$ cat src/rtl/operand_unpacker.sv
// operand_unpacker
// Walks an inclusive, wrapping range of memory words and streams each
// word to the ALU as two operands over valid/ready, lower half first.
// The loc_o tag uses the same half-select convention as the result buffer.
module operand_unpacker #(
  parameter int DATA_W        = 32,
  parameter int MEM_WORD_SIZE = 64,
  parameter int ADDR_W        = 10
) (
  input  logic                     clk_i,
  input  logic                     rst_i,
  input  logic                     start_i,
  input  logic [ADDR_W-1:0]        start_addr_i,
  input  logic [ADDR_W-1:0]        end_addr_i,
  output logic                     mem_re_o,
  output logic [ADDR_W-1:0]        mem_addr_o,
  input  logic [MEM_WORD_SIZE-1:0] mem_rdata_i,
  output logic [DATA_W-1:0]        data_o,
  output logic                     data_valid_o,
  input  logic                     data_ready_i,
  output logic                     loc_o,
  output logic                     busy_o,
  output logic                     done_o
);

  typedef enum logic [2:0] {
    IDLE,
    READ,
    WAIT,
    SEND_LO,
    SEND_HI,
    DONE
  } state_t;

  state_t                   state_q;
  state_t                   state_d;
  logic [ADDR_W-1:0]        cur_addr_q;
  logic [ADDR_W-1:0]        end_addr_q;
  logic [MEM_WORD_SIZE-1:0] word_q;
  logic                     handshake;
  logic                     last_word;

  assign handshake = data_valid_o & data_ready_i;
  assign last_word = (cur_addr_q == end_addr_q);

  // State register.
  // NOTE: sequential state uses non-blocking (<=) so every flop samples
  // pre-edge values; blocking here would create order-dependent races.
  always_ff @(posedge clk_i or posedge rst_i) begin
    if (rst_i) begin
      state_q <= IDLE;
    end else begin
      state_q <= state_d;
    end
  end

  // Range bookkeeping and the word buffer that feeds both operand halves.
  // NOTE: the word buffer is a plain register, not a memory, so it is
  // cleared on reset like the rest; a stale word must never leak out.
  always_ff @(posedge clk_i or posedge rst_i) begin
    if (rst_i) begin
      cur_addr_q <= '0;
      end_addr_q <= '0;
      word_q     <= '0;
    end else begin
      case (state_q)
        IDLE: begin
          if (start_i) begin
            cur_addr_q <= start_addr_i;
            end_addr_q <= end_addr_i;
          end
        end
        WAIT: begin
          word_q <= mem_rdata_i;
        end
        SEND_HI: begin
          // Wraps naturally at 2^ADDR_W, which is how end < start ranges work.
          if (handshake && !last_word) begin
            cur_addr_q <= cur_addr_q + ADDR_W'(1);
          end
        end
        default: ;
      endcase
    end
  end

  // Next-state logic; start_i is only looked at in IDLE.
  // NOTE: the default assignment first keeps every path assigned, so no
  // latch is inferred when a case arm leaves state_d untouched.
  always_comb begin
    state_d = state_q;
    case (state_q)
      IDLE:    if (start_i) state_d = READ;
      READ:    state_d = WAIT;
      WAIT:    state_d = SEND_LO;
      SEND_LO: if (handshake) state_d = SEND_HI;
      SEND_HI: if (handshake) state_d = last_word ? DONE : READ;
      DONE:    state_d = IDLE;
      default: state_d = IDLE;
    endcase
  end

  // Outputs decoded purely from state, so async reset forces them low at once.
  always_comb begin
    mem_re_o     = 1'b0;
    mem_addr_o   = '0;
    data_o       = '0;
    data_valid_o = 1'b0;
    loc_o        = 1'b0;
    done_o       = 1'b0;
    busy_o       = (state_q != IDLE);
    case (state_q)
      READ: begin
        mem_re_o   = 1'b1;
        mem_addr_o = cur_addr_q;
      end
      SEND_LO: begin
        data_valid_o = 1'b1;
        data_o       = word_q[DATA_W-1:0];
      end
      SEND_HI: begin
        data_valid_o = 1'b1;
        loc_o        = 1'b1;
        data_o       = word_q[MEM_WORD_SIZE-1:DATA_W];
      end
      DONE: begin
        done_o = 1'b1;
      end
      default: ;
    endcase
  end

endmodule

$ cat config.mk
export PLATFORM = sky130hd
export DESIGN_NAME = operand_unpacker
export DESIGN_NICKNAME = d
export VERILOG_FILES = /design/src/rtl/operand_unpacker.sv
export SDC_FILE = /design/constraint.sdc
export NUM_CORES = 1
export LEC_CHECK = 0
export ABC_AREA = 1
export CAP_MARGIN = 15
export CORE_AREA = 2 2 104 106
export CTS_CLUSTER_SIZE = 25
export DETAILED_ROUTE_END_ITERATION = 8
export DIE_AREA = 0 0 106 108
export PLACE_DENSITY = 0.73
export RECOVER_POWER = 100
export SYNTH_ARGS = -nofsm -noshare
export SYNTH_HDL_FRONTEND = slang
export SYNTH_SLANG_ARGS = --single-unit
$ cat constraint.sdc
create_clock -name clk_i -period 2.95 [get_ports clk_i]
set_input_delay 0.295 -clock clk_i [delete_from_list [all_inputs] [get_ports clk_i]]
set_output_delay 0.295 -clock clk_i [all_outputs]
set_load 0.005 [all_outputs]
==> metrics.csv, run 1 <==
metric;value;unit
relative slew slack;-20.3;%
I/O pin count;135;
Core Region;10200;um2
num rows;37;
Yosys top cell area share;51.1;%
CP max stage cell;dlygate4sd3_1;
most used flip-flop cell after synthesis;dfrtp_1;
PortBufs;134;
combinational family with the most area after synthesis;simple AND/OR/NAND/NOR gates;
sequential area share after synthesis;51.1;%
syn nets;580;
number of DRC markers in iteration 0;162;
critical-path maximum fanout;14;
CP Buf/Inv Count;3;
initial antenna violation count;0;
Flop pwr share;40.2;%
RSZ-0062 raised after global routing;false;
TNS Setup;0;ns
Stages on worst setup path;5;
H-tree levels;3;
Post-synth ARST share;100;%
Die Width;106;um
cell internal pwr;3.36;mW
global-route wire length before repair;17800;um
drt via density;4.82;
Synth-to-Final Area Change;36.0;%
switching share of power;37.4;%
Worst path max stage delay;0.61;ns
Required @ worst endpoint;2.65;ns
Yosys cell types;32;
Hold Crit Class;reg2reg;
largest net degree at the start of global routing;56;
clock network power share;14.9;%
Tmin final;2.68;ns
CP endpoint kind;output pin;
f_max;0.373;GHz
Avg Inst Size Synth;8.68;um2
Synth Area in Simple Gates;18.9;%
vias in the first global route;3668;
status;finished with violations;
most instantiated cells after synthesis;nand2_1 (89), dfrtp_1 (87), inv_1 (65), nor2_1 (61), a21oi_1 (45);
Final ANT Viol Nets;0;
WL/cell;14.2;um
die area;11400;um2
skew final;0.00763;ns
Slew Limit Fails;40;
final core occ;56.7;%
CP Launch Type;flop;
Starting Density;41.7;%
Root Driver;clkbuf_8;
Final Cycle Share;91.0;%
Die Y-Extent;108;um
TritonCTS Buffers;9;
CTS tree;built;
Final HPWL DP;7890;um
Yosys reg bits;87;
NetSw;2.01;mW
drt drc;0;
cts hold-fix bufs;0;
via count;3645;
# nets final;706;
critical path arrival;2.39;ns
Worst path top cell family by delay;buffers and inverters;
Total Power;5.37;mW
drt total wl;10800;um
xor/xnor share of the synthesized area;1.85;%
clock sink total;87;
Max clock buf depth;2;
grt ovf;0;
n_diodes;0;
Routability Congestion;0.873;
Max-cap violations;1;
post-synthesis compound-gate area fraction;10.5;%
first-pass detailed-route iteration total;4;
slew of the pin with the lowest slew margin;1.80;ns
Final WS setup;0.267;ns
pwr dens;925;nW/um2
failing checks;max-capacitance violations, max-slew violations;
count leader, synth;nand2_1;
DP Worst Slack;0.714;ns
Clock transition at path regs;0.08;ns
Adder-Cell Fraction of Synth Area;0.294;%
synth top area cells;dfrtp_1 (51%), nand2_1 (7.8%), inv_1 (5.7%);
post-CTS sizing;0;
Gate Count Post-Synth;491;
maximum VDD drop;438;uV
Hold Path Depth;1;
synth warn;0;
critical path class;reg2out;
clock latency on the worst-skew pair;0.34;ns
Cell Area, Synth;4260;um2
Comb power frac;44.9;%
Leak;2.81;nW
Final Hold Vio Count;0;
Final setup viols;0;
mux contribution to synthesized area;8.37;%
r2r worst-path depth;8;
Synth area leader;dfrtp_1;
Post-CTS Setup Inserts;0;
GRT Util Overall;19.8;%
Post-synth EDFFs;0;
CP cell instances;inv_1 > nand3_2 > clkbuf_2 > o21ai_0 > dlygate4sd3_1;
share of cells above drive strength 1;7.42;%
==> worst register-to-register path, stage by stage, from the launching register on <==
cell     delay (ns)
dfrtp_1        0.45
nor2_1         0.25
inv_1          0.07
nor2_1         0.15
nand2_1        0.33
o21ai_1        0.54
nand2_1        0.39
nand2_1        0.14
nand2_1        0.06
==> cells by family after synthesis <==
kind of cell,after synthesis
adder cells (fa/ha/maj),1
AO/OA/AOI/OAI,85
multiplexers,29
flip-flops,87
buffers and inverters,91
XOR/XNOR,9
AND/OR/NAND/NOR,189
==> final timing paths <==
kind | end | startpoint | slack [ns]
setup / recovery | data_o[24] | state_q[2]$_DFFE_PP0P_ | 0.27
hold / removal | word_q[0]$_DFFE_PP0P_ | word_q[0]$_DFFE_PP0P_ | 0.51
setup reg to reg | cur_addr_q[9]$_DFFE_PP0P_ | state_q[1]$_DFFE_PP0P_ | 0.45
min in group asynchronous | end_addr_q[4]$_DFFE_PP0P_ | rst_i | 0.84
hold reg to reg | word_q[0]$_DFFE_PP0P_ | word_q[0]$_DFFE_PP0P_ | 0.51
max in group asynchronous | word_q[54]$_DFFE_PP0P_ | rst_i | 0.58
==> sequential cells by signal, indices dropped and copies added, names as in the netlist <==
name and cells:
cur_addr_q 10, end_addr_q 10, word_q 64, state_q 3
==> power groups by stage <==
stage          clock, mW  sequential [mW]  combinational, mW
6_report           0.801             2.16               2.41
4_1_cts            0.834             2.17               2.63
3_5_place_dp           0             2.19               2.61
5_1_grt            0.877             2.23               2.74
2_1_floorplan          0             2.05               1.72
3_3_place_gp           0             2.16               2.55
==> layer usage <==
metal | GRT usage, % | up-vias | wire length, um
met2 | 32.0 | 123 | 5130
met4 | 6.77 | 0 | 138
met3 | 6.99 | 10 | 999
li1 | - | 1811 | -
met1 | 25.0 | 1701 | 4490
met5 | 0 | - | 0
==> cell usage in the layout, fill, tap and decap left out, types with 12 or more instances in the layout <==
master            n
a21oi_1          45
clkdlybuf4s50_1  89
dfrtp_1          87
dlygate4sd3_1    45
inv_1            64
mux2_2           21
nand2_1          91
nand3_1          23
nor2_1           63
o21ai_0          25
o22ai_1          12
==> metrics by stage <==
stage,area (um2),hold slack [ns],instances
finish,5800,0.512,756
global route,5800,0.503,756
CTS,5880,0.378,756
detailed placement,5690,0.495,742
global placement,5690,0.487,742
floorplan,4260,0.444,491
==> final cells by class <==
class	instances	area (um2)
fill	949	4430
multi-input combinational	313	1640
tap	136	170
clock buffer	11	141
timing repair buffer	139	1370
inverter	67	253
sequential	87	2180
clock inverter	3	45.0
(Power assumes the default switching activity.)
==> run 2: changes to the inputs <==
--- a/config.mk
+++ b/config.mk
@@ -11,6 +11,7 @@
 export CTS_CLUSTER_SIZE = 25
 export DETAILED_ROUTE_END_ITERATION = 8
 export DIE_AREA = 0 0 106 108
+export GPL_ROUTABILITY_DRIVEN = 0
 export PLACE_DENSITY = 0.73
 export RECOVER_POWER = 100
 export SYNTH_ARGS = -nofsm -noshare
==> results of run 2 <==
Final layout, timing and power as in run 1 (identical DEF).
==> run 3: changes to the inputs <==
--- a/config.mk
+++ b/config.mk
@@ -8,10 +8,11 @@
 export ABC_AREA = 1
 export CAP_MARGIN = 15
 export CORE_AREA = 2 2 104 106
+export CTS_CLUSTER_DIAMETER = 100
 export CTS_CLUSTER_SIZE = 25
 export DETAILED_ROUTE_END_ITERATION = 8
 export DIE_AREA = 0 0 106 108
-export GPL_ROUTABILITY_DRIVEN = 0
+export GPL_ROUTABILITY_DRIVEN = 1
 export PLACE_DENSITY = 0.73
 export RECOVER_POWER = 100
 export SYNTH_ARGS = -nofsm -noshare
==> results of run 3 <==
Final layout, timing and power as in run 1 (identical DEF).
